### config.mk
export PLATFORM = sky130hd
export DESIGN_NAME = perf_uart_reporter
export DESIGN_NICKNAME = d
export VERILOG_FILES = /design/src/rtl/perf_tx_pkg.sv /design/src/rtl/uart_tx_byte.sv /design/src/rtl/perf_uart_reporter.sv
export SDC_FILE = /design/constraint.sdc
export NUM_CORES = 1
export LEC_CHECK = 0
export BUFFER_PORTS_ARGS = -buffer_cell sky130_fd_sc_hd__buf_2
export CORE_ASPECT_RATIO = 1.5
export CORE_MARGIN = 8
export CORE_UTILIZATION = 59
export CTS_CLUSTER_DIAMETER = 50
export DETAILED_ROUTE_END_ITERATION = 8
export GPL_TIMING_DRIVEN = 1
export PLACE_DENSITY = 0.8
export SETUP_SLACK_MARGIN = 0.15
export SYNTH_ARGS = -nofsm -noshare
export SYNTH_HDL_FRONTEND = slang
export SYNTH_SLANG_ARGS = --single-unit
### constraint.sdc
create_clock -name CLK_50 -period 4.9 [get_ports CLK_50]
set_input_delay 0.98 -clock CLK_50 [delete_from_list [all_inputs] [get_ports CLK_50]]
set_output_delay 0.98 -clock CLK_50 [all_outputs]
set_load 0.005 [all_outputs]
### src/rtl/perf_tx_pkg.sv
// Shared state codes, message constants and hex formatting for the perf UART reporter.
package perf_tx_pkg;

    typedef logic [2:0] state_t;

    localparam state_t IDLE   = 3'd0;
    localparam state_t START  = 3'd1;
    localparam state_t DATA   = 3'd2;
    localparam state_t PARITY = 3'd3;
    localparam state_t STOP   = 3'd4;
    localparam state_t FINISH = 3'd5;

    localparam int MSG_LEN = 19;

    localparam logic [7:0] ASC_C  = 8'h43;
    localparam logic [7:0] ASC_EQ = 8'h3D;
    localparam logic [7:0] ASC_SP = 8'h20;
    localparam logic [7:0] ASC_T  = 8'h54;
    localparam logic [7:0] ASC_CR = 8'h0D;
    localparam logic [7:0] ASC_LF = 8'h0A;

    function automatic logic [7:0] hex_to_ascii(input logic [3:0] n);
        return (n < 4'd10) ? (8'h30 + {4'h0, n}) : (8'h37 + {4'h0, n});
    endfunction

endpackage

### src/rtl/uart_tx_byte.sv
// One-byte UART transmitter, LSB first, with back-to-back frames and no idle gap.
// Build with PERF_TX_PARITY_EN defined to insert an even-parity bit before the stop bit.
module uart_tx_byte
    import perf_tx_pkg::*;
#(
    parameter int CLKS_PER_BIT = 434
) (
    input  logic       CLK_50,
    input  logic       resetN,
    input  logic       tx_start,
    input  logic [7:0] tx_data,
    output logic       tx_ready,
    output logic       tx_done,
    output logic       uart_tx
);

    localparam logic [15:0] LAST_TICK = 16'(CLKS_PER_BIT - 1);

    state_t      state;
    logic [15:0] timer;
    logic [2:0]  bit_idx;
    logic [7:0]  shift;
    logic        bit_end;
`ifdef PERF_TX_PARITY_EN
    logic        par;
`endif

    assign bit_end  = (timer == LAST_TICK);
    assign tx_done  = (state == STOP) && bit_end;
    // A new byte is taken on the last stop-bit cycle so the next start bit follows directly.
    assign tx_ready = (state == IDLE) || tx_done;

    always_ff @(posedge CLK_50 or negedge resetN) begin
        if (!resetN) begin
            state   <= IDLE;
            timer   <= '0;
            bit_idx <= '0;
            shift   <= '0;
            uart_tx <= 1'b1;
`ifdef PERF_TX_PARITY_EN
            par     <= 1'b0;
`endif
        end else begin
            if (state == IDLE || bit_end)
                timer <= '0;
            else
                timer <= timer + 16'd1;

            case (state)
                IDLE, STOP: begin
                    if (tx_ready) begin
                        if (tx_start) begin
                            state   <= START;
                            shift   <= tx_data;
                            uart_tx <= 1'b0;
`ifdef PERF_TX_PARITY_EN
                            par     <= ^tx_data;
`endif
                        end else begin
                            state   <= IDLE;
                            uart_tx <= 1'b1;
                        end
                    end
                end
                START: begin
                    if (bit_end) begin
                        state   <= DATA;
                        bit_idx <= '0;
                        uart_tx <= shift[0];
                    end
                end
                DATA: begin
                    if (bit_end) begin
                        shift <= {1'b0, shift[7:1]};
                        if (bit_idx == 3'd7) begin
`ifdef PERF_TX_PARITY_EN
                            state   <= PARITY;
                            uart_tx <= par;
`else
                            state   <= STOP;
                            uart_tx <= 1'b1;
`endif
                        end else begin
                            bit_idx <= bit_idx + 3'd1;
                            uart_tx <= shift[1];
                        end
                    end
                end
`ifdef PERF_TX_PARITY_EN
                PARITY: begin
                    if (bit_end) begin
                        state   <= STOP;
                        uart_tx <= 1'b1;
                    end
                end
`endif
                default: begin
                    state   <= IDLE;
                    uart_tx <= 1'b1;
                end
            endcase
        end
    end

endmodule

### src/rtl/perf_uart_reporter.sv
// Snapshots the perf counters on a request edge and prints "C=xxxxxxxx T=xxxx\r\n" over UART.
// Frame format follows uart_tx_byte (8N1, or 8E1 with PERF_TX_PARITY_EN).
module perf_uart_reporter
    import perf_tx_pkg::*;
#(
    parameter int CLKS_PER_BIT = 434,
    parameter int CNT_W        = 32,
    parameter int HUND_W       = 13
) (
    input  logic              CLK_50,
    input  logic              resetN,
    input  logic              report_req,
    input  logic [CNT_W-1:0]  clk_count,
    input  logic [HUND_W-1:0] hund_count,
    output logic              uart_tx,
    output logic              busy,
    output logic              done
);

    localparam logic [4:0] LAST_CHAR = 5'(MSG_LEN - 1);

    state_t      state;
    logic        req_q;
    logic        req_edge;
    logic [31:0] snap_clk;
    logic [15:0] snap_hund;
    logic [4:0]  char_idx;
    logic [4:0]  sel_idx;
    logic [2:0]  clk_nib;
    logic [1:0]  hund_nib;
    logic [7:0]  tx_data;
    logic        tx_start;
    logic        tx_ready;
    logic        tx_done;

    assign req_edge = report_req & ~req_q;
    assign busy     = (state == START) || (state == DATA);
    assign done     = (state == FINISH);

    // While streaming, the byte offered to the transmitter is the one after the current char.
    assign sel_idx  = (state == DATA) ? char_idx + 5'd1 : char_idx;
    assign tx_start = ((state == START) && tx_ready) ||
                      ((state == DATA) && tx_done && (char_idx != LAST_CHAR));

    assign clk_nib  = 3'(5'd9 - sel_idx);
    assign hund_nib = 2'(5'd16 - sel_idx);

    always_comb begin
        tx_data = 8'h00;
        if (sel_idx == 5'd0)
            tx_data = ASC_C;
        else if (sel_idx == 5'd1)
            tx_data = ASC_EQ;
        else if (sel_idx <= 5'd9)
            tx_data = hex_to_ascii(snap_clk[{clk_nib, 2'b00} +: 4]);
        else if (sel_idx == 5'd10)
            tx_data = ASC_SP;
        else if (sel_idx == 5'd11)
            tx_data = ASC_T;
        else if (sel_idx == 5'd12)
            tx_data = ASC_EQ;
        else if (sel_idx <= 5'd16)
            tx_data = hex_to_ascii(snap_hund[{hund_nib, 2'b00} +: 4]);
        else if (sel_idx == 5'd17)
            tx_data = ASC_CR;
        else if (sel_idx == 5'd18)
            tx_data = ASC_LF;
    end

    always_ff @(posedge CLK_50 or negedge resetN) begin
        if (!resetN) begin
            state     <= IDLE;
            req_q     <= 1'b0;
            snap_clk  <= '0;
            snap_hund <= '0;
            char_idx  <= '0;
        end else begin
            req_q <= report_req;
            case (state)
                IDLE: begin
                    if (req_edge) begin
                        snap_clk  <= 32'(clk_count);
                        snap_hund <= 16'(hund_count);
                        char_idx  <= '0;
                        state     <= START;
                    end
                end
                START: begin
                    if (tx_ready)
                        state <= DATA;
                end
                DATA: begin
                    if (tx_done) begin
                        if (char_idx == LAST_CHAR)
                            state <= FINISH;
                        else
                            char_idx <= char_idx + 5'd1;
                    end
                end
                FINISH:  state <= IDLE;
                default: state <= IDLE;
            endcase
        end
    end

    uart_tx_byte #(
        .CLKS_PER_BIT(CLKS_PER_BIT)
    ) u_tx (
        .CLK_50  (CLK_50),
        .resetN  (resetN),
        .tx_start(tx_start),
        .tx_data (tx_data),
        .tx_ready(tx_ready),
        .tx_done (tx_done),
        .uart_tx (uart_tx)
    );

endmodule

=== Word-level counts from Yosys, hierarchy flattened ===
Cells that the tools add are included.

* Register bits: 85
* Output and inout bits: 3
* Logic and storage cells: 118

* Add/subtract/negate cells: 9
* Order comparisons: 4
* Equal/unequal tests: 27
* Shift-type cells: 2
* Mux-type cells: 42
* Bitwise operators: 2
* Reductions and logical operators: 22

{| class="wikitable"
|+ Operators with widths
! kind !! number
|-
| 7-bit two-way mux || 8
|-
| 3-bit two-way mux || 11
|-
| 8-bit two-way mux || 4
|-
| 32-bit by 6-bit indexed part select with 4-bit output || 1
|-
| 6-bit by 4-bit adder with 7-bit output (first input constant) || 4
|-
| 5-bit two-way mux || 4
|-
| 4-bit AND reduction || 5
|-
| 3-bit case mux with 3 select lines || 2
|-
| 16-bit by 1-bit adder with 16-bit output (second input constant) || 1
|-
| 16-bit by 9-bit equality test with 1-bit output (second input constant) || 1
|-
| 16-bit two-way mux || 1
|-
| 8-bit case mux with 2 select lines || 1
|-
| 16-bit by 5-bit indexed part select with 4-bit output || 1
|-
| 5-bit by 4-bit equality test with 1-bit output (second input constant) || 3
|-
| 5-bit equality test (second input constant) || 3
|-
| 2-bit != test (second input constant) || 7
|-
| 5-bit case mux with 2 select lines || 1
|-
| 3-bit equality test (second input constant) || 3
|-
| 4-bit < comparator (second input constant) || 2
|-
| 4-bit two-way mux || 2
|-
| 2-bit by 1-bit != test with 1-bit output (second input constant) || 4
|-
| 3-bit by 1-bit equality test with 1-bit output (second input constant) || 2
|-
| 3-bit by 2-bit equality test with 1-bit output (second input constant) || 2
|-
| 3-bit logical NOT || 2
|-
| other kinds (20) || 33
|}

=== Logic depth before layout (Yosys ltp) ===
Gate-level depths: netlist of run 1.

* Word-level depth: 16
* Gate-level depth with buffers: 17
* Mapped depth without buffers: 15

=== Cells and area by module ===
Synthesis of run 1 repeated with hierarchy kept, for this count alone.

* Cells, all modules: 458
* Area total of the unflattened synthesis: 5036.1 um^2

{| class="wikitable"
|+ Modules (own cells, without submodules)
! module !! times used !! cells an instance !! area each (um^2) !! seq. area each (um^2)
|-
| perf_uart_reporter || 1 || 296 || 3313.2 || 1351.3
|-
| uart_tx_byte || 1 || 162 || 1722.9 || 777.0
|}

=== Worst setup path before layout of run 1 ===
OpenSTA, ideal clock, no wires.

* Path kind: register to register
* From: register state[0]
* To: register u_tx.shift[2]
* Arrival: 3.599 ns
* Required time: 4.806 ns
* Setup slack: 1.207 ns
* Stages on the path, launching flop included: 18
* Buffers on the path: 3
* Clock period less this slack: 3.693 ns
* Cell sequence: dfrtp_1 or3b_1 buf_6 inv_2 ha_1 clkbuf_1 inv_2 ha_1 clkbuf_1 mux2_2 a22o_1 inv_1 ha_1 nand2_1 mux2i_1 a211oi_1 o2111a_1 a211oi_1

* Longest elaborated chain between the ends: 16
* Elaborated cells between the ends (all ways): 40

{| class="wikitable"
|+ Ends and longest elaborated chain
! what !! RTL line !! source
|-
| from (decl) || perf_uart_reporter.sv:22 || <nowiki>state_t state;</nowiki>
|-
| from (signal assigned) || perf_uart_reporter.sv:72 || <nowiki>state <= IDLE;</nowiki>
|-
| from (signal assigned) || perf_uart_reporter.sv:85 || <nowiki>state <= START;</nowiki>
|-
| from (signal assigned) || perf_uart_reporter.sv:90 || <nowiki>state <= DATA;</nowiki>
|-
| 3-bit by 2-bit equality test with 1-bit output || perf_uart_reporter.sv:41, perf_uart_reporter.sv:43 ||
|-
| 5-bit two-way mux || perf_uart_reporter.sv:41 || <nowiki>assign sel_idx = (state == DATA) ? char_idx + 5'd1 : char_idx;</nowiki>
|-
| 1-bit by 2-bit subtractor with 2-bit output || perf_uart_reporter.sv:46 || <nowiki>assign hund_nib = 2'(5'd16 - sel_idx);</nowiki>
|-
| 16-bit by 5-bit indexed part select with 4-bit output || perf_uart_reporter.sv:63 || <nowiki>tx_data = hex_to_ascii(snap_hund[{hund_nib, 2'b00} +: 4]);</nowiki>
|-
| 6-bit by 4-bit adder with 7-bit output / 4-bit < comparator (equally long branches) || perf_tx_pkg.sv:23 || <nowiki>return (n < 4'd10) ? (8'h30 + {4'h0, n}) : (8'h37 + {4'h0, n});</nowiki>
|-
| 7-bit two-way mux || perf_tx_pkg.sv:23 ||
|-
| 7-bit two-way mux || perf_uart_reporter.sv:62 || <nowiki>else if (sel_idx <= 5'd16)</nowiki>
|-
| 7-bit two-way mux || perf_uart_reporter.sv:60 || <nowiki>else if (sel_idx == 5'd12)</nowiki>
|-
| 7-bit two-way mux || perf_uart_reporter.sv:58 || <nowiki>else if (sel_idx == 5'd11)</nowiki>
|-
| 7-bit two-way mux || perf_uart_reporter.sv:56 || <nowiki>else if (sel_idx == 5'd10)</nowiki>
|-
| 7-bit two-way mux || perf_uart_reporter.sv:54 || <nowiki>else if (sel_idx <= 5'd9)</nowiki>
|-
| 7-bit two-way mux || perf_uart_reporter.sv:52 || <nowiki>else if (sel_idx == 5'd1)</nowiki>
|-
| 8-bit two-way mux || perf_uart_reporter.sv:50 || <nowiki>if (sel_idx == 5'd0)</nowiki>
|-
| 8-bit two-way mux || uart_tx_byte.sv:52 || <nowiki>if (tx_start) begin</nowiki>
|-
| 8-bit two-way mux || uart_tx_byte.sv:51 || <nowiki>if (tx_ready) begin</nowiki>
|-
| 8-bit case mux with 2 select lines || uart_tx_byte.sv:49 || <nowiki>case (state)</nowiki>
|-
| to (signal assigned) || uart_tx_byte.sv:54 || <nowiki>shift <= tx_data;</nowiki>
|-
| to (signal assigned) || uart_tx_byte.sv:74 || <nowiki>shift <= {1'b0, shift[7:1]};</nowiki>
|-
| to (decl) || uart_tx_byte.sv:22 || <nowiki>logic [7:0] shift;</nowiki>
|}

Parallel ways exist; a longest one is shown, timed or not. The select of a mux whose other input is x is not followed.
A chain may end at the register's enable or synchronous reset.

=== Final worst setup path of run 1 ===
Ends and elaborated chain as after synthesis.

==> flow_summary.ini, run 1 <==
[status]
outcome = complete, no violations

[hold_path]
min_path_type = register to register

[yosys]
synth.top_cells.by_count = nand2_1 (174), dfrtp_1 (83), nor2_1 (47)
synthArstFlopShare = 1.000
netlist_area_um2 = 4868
synth_cell_types = 74
post-synth-top-count-cell = nand2_1
synth_area_leader_cell = dfrtp_1
yosysWarningCount = 0
synthesis.nets = 622
synth_cells = 559
yosysSeqAreaShare = 0.4320
avgSynthCellArea_um2 = 8.709
synth_area_leaders = dfrtp_1 (43%), nand2_1 (13%), ha_1 (3.9%), nor2_1 (3.6%), mux2i_1 (3.5%)
yosysTopAreaCellShare = 0.4266
synth_edf_count = 0
ys_ff_latch = 84
synth_ff_type = dfrtp_1

[clocking]
numCtsBuffers = 9
cts-resized-gates = 0
cts_buffer_depth = 2
clkLatencyLatePin_ns = 0.34
cts_max_level = 3
root_buffer = clkbuf_16
cts_sinks = 84
cts_setup_buffers = 0
cts_tree = yes
postCtsHoldBufs = 0
clkSlewWorstSetupHoldPaths_ns = 0.06

[floorplan]
die_h_um = 127.3
start_util = 0.6080
die_area_um2 = 11470
coreArea_um2 = 8008
ios = 51
num_rows = 40
fp.dieW_um = 90.17

[critical_path]
worstSetupEndpointType = register
cp-start-kind = register
path_class = register to register
crit_path_start = state[0]
critPathMaxFanout = 17
cp.arrival_ns = 4.44
ff2ff_setup_slack_ns = 0.69
crit-reg2reg-launch = state[0]
cp.required_ns = 5.14
critical_path.endpoint = u_tx.shift[2]
rr_endpoint = u_tx.shift[2]
reg2reg_depth = 11

[sta]
tightest_slew_ns = 1.048
hold_ws_ns = 0.4698
finClkSkew_ns = 0.004622
drv_slew = 0
finalSetupViolations = 0
clock.fmax_mhz = 237.6
finalCritPeriodShare = 0.8588
setup_tns_ns = 0
finalCriticalPeriod_ns = 4.208
max_slew_margin = 0.3016
rsz0062_at_grt = no
final_hold_viol_count = 0

[finish]
instances_no_fill = 706
register_area_um2 = 2103
postLayoutCoreUtil = 0.6856
area_growth_pct = 12.77
nets = 659
multi_input_area_um2 = 2594
layout-drive-gt1-share = 0.1564
fill_cells = 653
antenna_cells = 0

[global_route]
grt_use_total = 0.1944
antenna_found_initial = 0
grt_overflow = 0
grt_max_degree = 85
grt_pass1_wl_um = 18540
grt_pass1_vias = 4242

[drt]
postRouteAntennaNets = 0
vias = 4046
routedWlPerCell_um = 15.30
wl_um = 10800
dr.pass1.iters = 4
via_per_inst = 5.731
dr.first_iter.drc_count = 260
drc_errors = 0

[power_and_ir_drop]
power_w = 0.003095
power.density_nw_per_um2 = 563.8
irDropWorstVdd_mv = 0.3319
p_leak_nw = 2.639

[place]
place_inst = 690
globalplace.congestion = 0.9013
place_hpwl_um = 7876
port_buffers = 50

[flow_run]
cap_violations = 0
[cell families after synthesis]
logic type                 count (synthesis)  share of synthesized area
AOI/OAI and AO/OA                         95                     0.1347
muxes                                     28                    0.07427
adders and majority gates                 15                    0.03855
xor gates and xnor gates                  19                    0.03418
buffers and inverters                     42                    0.03521
DFF                                       84                     0.4320
and+or+nand+nor                          276                     0.2511
[layout make-up]
type,instances,area share
multi-input cells,433,0.4724
flip-flops and latches,84,0.3831
repair buffers,52,0.04877
clock buffers,10,0.04353
well taps,105,0.02393
clock inverters,6,0.01732
inverters,16,0.01094
[critical path, stage by stage (launching register included)]
cell	delay [ns]
dfrtp_1	0.45
or3b_1	0.67
a21oi_4	0.43
ha_1	0.67
mux4_2	0.58
mux2i_1	0.24
ha_1	0.22
inv_1	0.06
o31ai_1	0.24
o311ai_1	0.13
o2111a_1	0.16
a211oi_1	0.24
[metal layers]
metal	vias to the layer above	wire [µm]	global-route usage
met5	-	0	0
met4	0	235	0.09843
met3	20	307	0.03810
met2	84	5773	0.3604
met1	1962	4486	0.2036
li1	1980	-	-
[power by group]
part | switching [W] | internal [W] | leakage (nW)
Sequential | 0.000183 | 0.000941 | 1.07
Combinational | 0.000698 | 0.000523 | 1.41
Clock | 0.000285 | 0.000466 | 0.157
[sequential cells by signal, indices dropped and copies added (netlist names)]
name,count
u_tx.timer,16
u_tx.uart_tx,1
u_tx.bit_idx,3
snap_clk,32
u_tx.shift,7
state,3
u_tx.state,3
char_idx,5
snap_hund,13
req_q,1
[worst min path at each step]
| stage | from | end | slack [ns] | cells past startpoint |
|---|---|---|---|---|
| global placement | snap_hund[8] | snap_hund[8] | 0.46 | 2 |
| global route | snap_clk[0] | snap_clk[0] | 0.50 | 2 |
| floorplan | snap_hund[10] | snap_hund[10] | 0.44 | 2 |
| detailed placement | snap_hund[8] | snap_hund[8] | 0.46 | 2 |
| finish | snap_hund[8] | snap_hund[8] | 0.47 | 2 |
| CTS | snap_hund[8] | snap_hund[8] | 0.48 | 2 |
[stage by stage]
step	worst slack, ns	cell area (µm²)
2_1_floorplan	1.207	4868
3_3_place_gp	0.8886	5156
3_5_place_dp	0.7289	5156
4_1_cts	0.6929	5490
5_1_grt	0.4485	5490
6_report	0.6917	5490
[layout by cell type (no fill, tap or decap), types with 8 or more instances in the layout]
cell type	instances
nand2_1	174
dfrtp_1	83
buf_2	49
nor2_1	47
o21ai_0	20
mux2i_1	17
a21oi_1	15
ha_1	15
inv_1	13
xnor2_1	10
xor2_1	9
clkbuf_16	9
nand3_1	8
Power figures use the tool's default switching activity.
==> inputs of run 2 (changes only) <==
ABC_AREA = 1   (was default)
CORE_UTILIZATION = 60   (was 59)
PLACE_DENSITY = 0.81   (was 0.8)
==> run 2 against run 1 <==
  * Core utilization fell by 0.25 points
  * Final cell count rose by 15%
  * Critical path type unchanged
  * Worst hold slack improved by 0.031 ns
  * Non-clock buffer count did not move
  * Final area rose by 3.4%
  * Clock power fell by 17%
  * Global-route usage rose by 0.81 points
  * Sequential power fell by 38%
==> flow_summary.ini, run 2 <==
[finish]
layout-drive-gt1-share = 0.1895
multi_input_area_um2 = 2572
reg.largest.list = snap_clk (32), u_tx.timer (16), snap_hund (13)
instances_no_fill = 814
nets = 765
layout_commonest_cell = nand2_1
register_area_um2 = 2103
antenna_cells = 0
area_growth_pct = 11.56
layout_common_cells = nand2_1 (123), nor2_1 (95), dfrtp_1 (83), inv_1 (80), nand3_1 (62)
largest_register_ff_count = 32
fill_cells = 714
top_register = snap_clk

[critical_path]
worstSetupEndpointType = register
path_buf_inv = 2
cp-start-kind = register
crit-reg2reg-launch = char_idx[0]
max_stage_delay_ns = 0.69
crit_path_start = char_idx[0]
reg2reg_depth = 18
cp.arrival_ns = 3.90
crit_top_cell = nand2_1
rr_endpoint = u_tx.shift[1]
path_class = register to register
slowest_stage = ha_1
cp.required_ns = 5.17
path_cells = inv_1 > ha_1 > nand3_1 > nand2_1 > ha_1 > clkinv_1 > nor2_1 > nor2_1 > nand2_1 > nand3_1 > nand2_2 > ha_1 > nand3b_1 > a21oi_1 > nand2_1 > nand2_1 > nand2_1 > nand2_1
ff2ff_setup_slack_ns = 1.28
crit_family = simple AND/OR/NAND/NOR gates
critPathMaxFanout = 16

[power_and_ir_drop]
irDropWorstVdd_mv = 0.2580
switching_share = 0.2117
p_clk_frac = 0.462
p_leak_nw = 2.994
internal-power_w = 0.001063
p_seq_frac = 0.515
power.density_nw_per_um2 = 237.6
power.switching_w = 0.0002855
p_comb_frac = 0.024

[global_route]
grt_use_total = 0.2026
grt_util_met3 = 0.04021
grt_pass1_vias = 4540
grt_max_degree = 85
grt_pass1_wl_um = 19690
antenna_found_initial = 0
grt_busiest_layer = met2
grt_use_met2 = 0.3749
grt_overflow = 0
use_met1 = 0.2171

[yosys]
post-synth-top-count-cell = nand2_1
synth_cells = 656
synth_ff_type = dfrtp_1
synth_cell_types = 45
synth_area_leaders = dfrtp_1 (41%), nand2_1 (9.1%), nor2_1 (7.0%), mux2_2 (6.6%), nand3_1 (6.1%)
synth_edf_count = 0
synth_area_leader_cell = dfrtp_1
synthesis.nets = 719
ys_ff_latch = 84
yosysTopAreaCellShare = 0.4082
avgSynthCellArea_um2 = 7.757
yosysSeqAreaShare = 0.4133
synth.top_cells.by_count = nand2_1 (124), nor2_1 (95), dfrtp_1 (83)
synthArstFlopShare = 1.000
netlist_area_um2 = 5089
yosysWarningCount = 0

[clocking]
cts-resized-gates = 0
cts_buffer_depth = 2
cts_max_level = 3
root_buffer = clkbuf_16
clkSlewWorstSetupHoldPaths_ns = 0.06
numCtsBuffers = 9
clkLatencyLatePin_ns = 0.34
cts_tree = yes
postCtsHoldBufs = 0
cts_setup_buffers = 0
cts_sinks = 84

[place]
place_inst = 798
port_buffers = 50
place_hpwl_um = 8593
globalplace.congestion = 0.8976
place_ws_ns = 1.337

[drt]
vias = 4435
drc_errors = 0
postRouteAntennaNets = 0
wl_um = 11540
via_per_inst = 5.448
routedWlPerCell_um = 14.17
dr.first_iter.drc_count = 227
dr.pass1.iters = 5

[hold_path]
hold_depth = 1
whs_endpoint = u_tx.timer[0]
min_path_type = register to register
hold_start = u_tx.timer[0]

[sta]
final_hold_viol_count = 0
tightest_slew_ns = 1.091
setup_tns_ns = 0
finalSetupViolations = 0
max_slew_margin = 0.2679
rsz0062_at_grt = no
setup_slack_ns = 1.280
finClkSkew_ns = 0.007948
clock.fmax_mhz = 276.2
finalCriticalPeriod_ns = 3.620
finalCritPeriodShare = 0.7388
drv_slew = 0

[floorplan]
die_area_um2 = 11750
fp.dieW_um = 91.20
ios = 51
num_rows = 41
coreArea_um2 = 8310
start_util = 0.6123
die_h_um = 128.8

[flow_run]
cap_violations = 0

[status]
outcome = complete, no violations
run 2: worst max-delay path by stage:
stage | to | slack (ns) | cells past startpoint
after floorplan | u_tx.shift[2] | 1.96 | 21
after global placement | u_tx.shift[6] | 1.39 | 18
after detailed placement | u_tx.shift[4] | 1.34 | 17
after CTS | u_tx.shift[4] | 1.29 | 17
after global routing | u_tx.shift[1] | 0.92 | 18
final | u_tx.shift[1] | 1.28 | 18
run 2: final cells by class:
class	instances	share of cell area
Inverter	86	0.05775
Sequential cell	84	0.3705
Timing Repair Buffer	52	0.04717
Multi-Input combinational cell	469	0.4532
Clock inverter	4	0.004408
Tap cell	107	0.02358
Clock buffer	12	0.04342
run 2: power groups by stage:
stage               clock network [W]  registers [W]    logic [W]
floorplan                           0       0.000707  0.000000721
global placement                    0       0.000707    0.0000319
detailed placement                  0       0.000707    0.0000333
CTS                          0.000632       0.000694    0.0000333
global route                 0.000662       0.000694    0.0000365
finish                       0.000623       0.000694    0.0000317
run 2: kinds of logic (layout without fill, tap and decap cells):
| group | Yosys count | after routing | synth area share |
|---|---|---|---|
| AO/OA/AOI/OAI | 92 | 92 | 0.1035 |
| AND/OR/NAND/NOR | 331 | 331 | 0.2965 |
| buffers and inverters | 103 | 154 | 0.08163 |
| multiplexers | 30 | 30 | 0.06639 |
| XOR/XNOR | 1 | 1 | 0.001721 |
| flip-flops | 84 | 84 | 0.4133 |
| adder cells (fa/ha/maj) | 15 | 15 | 0.03688 |
run 2: through the flow:
step | hold slack, ns | power (W) | utilization | area, µm²
6_report | 0.5004 | 0.001349 | 0.6831 | 5677
2_1_floorplan | 0.4570 | 0.0007078 | - | 5089
3_5_place_dp | 0.4914 | 0.0007402 | 0.6504 | 5405
5_1_grt | 0.5186 | 0.001392 | 0.6831 | 5677
3_3_place_gp | 0.4724 | 0.0007389 | 0.6504 | 5405
4_1_cts | 0.5050 | 0.001359 | 0.6831 | 5677
run 2: per-layer routing:
layer	routed length, µm	vias up	part of all wire
met2	6094	122	0.53
met5	0	-	0
met4	265	0	0.023
li1	-	2226	-
met1	4777	2064	0.41
met3	398	23	0.035
run 2: worst reg2reg max path, stage by stage, from the launching register on:
cell and delay (ns):
dfrtp_1 0.39, inv_1 0.10, ha_1 0.32, nand3_1 0.16
nand2_1 0.26, ha_1 0.69, clkinv_1 0.40, nor2_1 0.18
nor2_1 0.05, nand2_1 0.06, nand3_1 0.09, nand2_2 0.12
ha_1 0.23, nand3b_1 0.15, a21oi_1 0.13, nand2_1 0.07
nand2_1 0.06, nand2_1 0.05, nand2_1 0.05
==> inputs of run 3 (changes only) <==
CORE_UTILIZATION = 54   (was 60)
PLACE_DENSITY = 0.77   (was 0.81)
clock period = 3.3 ns   (was 4.9 ns; I/O delays follow)
==> run 3 against run 2 <==
  * Via count up 1.3%
  * Clock power up 59%
  * Global-route usage down 0.60 points
  * Non-clock buffer count up 10
  * Final area up 2.7%
  * Total power up 53%
  * Flip-flop and latch count unchanged
  * Critical path depth up 1
  * Critical endpoint is now u_tx.shift[6]
  * Setup slack worse by 0.91 ns
  * Core utilization down 4.9 points
  * Largest power group unchanged
  * Register-to-register slack worse by 0.91 ns
==> flow_summary.ini, run 3 (same netlist as run 2, synthesis figures left out) <==
[drt]
dr.pass1.iters = 5
wl_um = 11870
via_per_inst = 5.417
routed.top_layer = met4
drc_errors = 0
postRouteAntennaNets = 0
met3WireLength_um = 361
routedWlPerCell_um = 14.32
vias = 4491
wl_met2_um = 6388
dr.first_iter.drc_count = 241
wl_met1_um = 4829

[critical_path]
crit_family = adder cells
path_buf_inv = 4
path_cells = inv_1 > ha_4 > inv_1 > nand3_4 > nand2_2 > ha_2 > inv_1 > o21ai_0 > o22a_1 > ha_1 > inv_1 > a21oi_1 > nor2_1 > nand3_1 > nand2_1 > a21oi_1 > o21ai_1 > nand2_1 > nand2_1
max_stage_delay_ns = 0.41
cp.required_ns = 3.58
slowest_stage = dfrtp_1
critPathMaxFanout = 8
worstSetupEndpointType = register
cp.arrival_ns = 3.21
crit_top_cell = inv_1
path_class = register to register
cp-start-kind = register

[clocking]
cts_max_level = 3
cts_buffer_depth = 2
clkSlewWorstSetupHoldPaths_ns = 0.06
cts_sinks = 84
numCtsBuffers = 9
root_buffer = clkbuf_16
cts_tree = yes
clkLatencyLatePin_ns = 0.34

[floorplan]
die_area_um2 = 12850
start_util = 0.5531
die_h_um = 134.9
ios = 51
fp.dieW_um = 95.26
num_rows = 43
coreArea_um2 = 9200

[finish]
layout-drive-gt1-share = 0.2092
layout_commonest_cell = nand2_1
fill_cells = 821
largest_register_ff_count = 32
instances_no_fill = 829
layout_common_cells = nand2_1 (123), nor2_1 (94), dfrtp_1 (82), inv_1 (80), nand3_1 (61)
postLayoutCoreUtil = 0.6339
antenna_cells = 0
reg.largest.list = snap_clk (32), u_tx.timer (16), snap_hund (13)
nets = 775
area_growth_pct = 14.61
top_register = snap_clk

[global_route]
grt_overflow = 0
grt_use_total = 0.1966
grt_max_degree = 56
grt_pass1_vias = 4645
antenna_found_initial = 0
grt_pass1_wl_um = 20300

[sta]
setup_slack_ns = 0.3731
finalSetupViolations = 0
max_slew_margin = 0.2627
finalCritPeriodShare = 0.8869
finalCriticalPeriod_ns = 2.927
final_hold_viol_count = 0
rsz0062_at_grt = no
hold_ws_ns = 0.2654
finClkSkew_ns = 0.009071
drv_slew = 0
tightest_slew_ns = 1.102
clock.fmax_mhz = 341.7
setup_tns_ns = 0

[hold_path]
min_path_type = input pin to async pin

[place]
place_hpwl_um = 8947
port_buffers = 50
place_inst = 809
place_ws_ns = 0.2540
globalplace.congestion = 0.9096

[power_and_ir_drop]
irDropWorstVdd_mv = 0.3216
power.density_nw_per_um2 = 354.6
p_leak_nw = 3.041

[flow_run]
cap_violations = 0

[status]
outcome = complete, no violations
==> run 3: routing by layer <==
metal | up-vias | track usage
li1 | 2242 | -
met4 | 0 | 0.09765
met1 | 2139 | 0.2096
met3 | 19 | 0.03167
met5 | - | 0
met2 | 91 | 0.3575
==> run 3: cell type report <==
| type | instances | area (µm²) | share of cell area |
|---|---|---|---|
| well taps | 112 | 140.1 | 0.02403 |
| flip-flops and latches | 84 | 2105 | 0.3609 |
| multi-input cells | 469 | 2620 | 0.4493 |
| repair buffers | 62 | 346.6 | 0.05943 |
| clock inverters | 4 | 52.55 | 0.009011 |
| inverters | 86 | 331.6 | 0.05685 |
| clock buffers | 12 | 236.5 | 0.04055 |
==> run 3: stage by stage <==
| step | power (W) | area [µm²] |
|---|---|---|
| 2_1_floorplan | 0.001051 | 5089 |
| 3_3_place_gp | 0.001099 | 5456 |
| 3_5_place_dp | 0.001101 | 5456 |
| 4_1_cts | 0.002091 | 5746 |
| 5_1_grt | 0.002141 | 5832 |
| 6_report | 0.002068 | 5832 |
==> run 3: repair_timing <==
item,CTS,global route
setup buffers,0,4
endpoints found under the setup margin,0,7
hold buffers,0,0
resized for setup,0,12
==> run 3: report_power, final <==
part / total, W / leakage, nW / switching [W] / internal (W)
registers: 0.00103 / 1.04 / 0.000000273 / 0.00103
clock network: 0.000988 / 0.129 / 0.000401 / 0.000587
logic: 0.0000491 / 1.88 / 0.0000275 / 0.0000217
==> run 3: path summary, 6_finish.rpt <==
path | start | endpoint | slack (ns) | cells after the start
setup / recovery | char_idx[0] | u_tx.shift[6] | 0.37 | 19
setup reg to reg | char_idx[0] | u_tx.shift[6] | 0.37 | 19
max in group asynchronous | resetN | u_tx.uart_tx | 2.30 | 2
min in group CLK_50 | report_req | req_q | 0.44 | 1
hold / removal | resetN | u_tx.state[1] | 0.27 | 1
hold reg to reg | u_tx.bit_idx[0] | u_tx.bit_idx[0] | 0.50 | 1
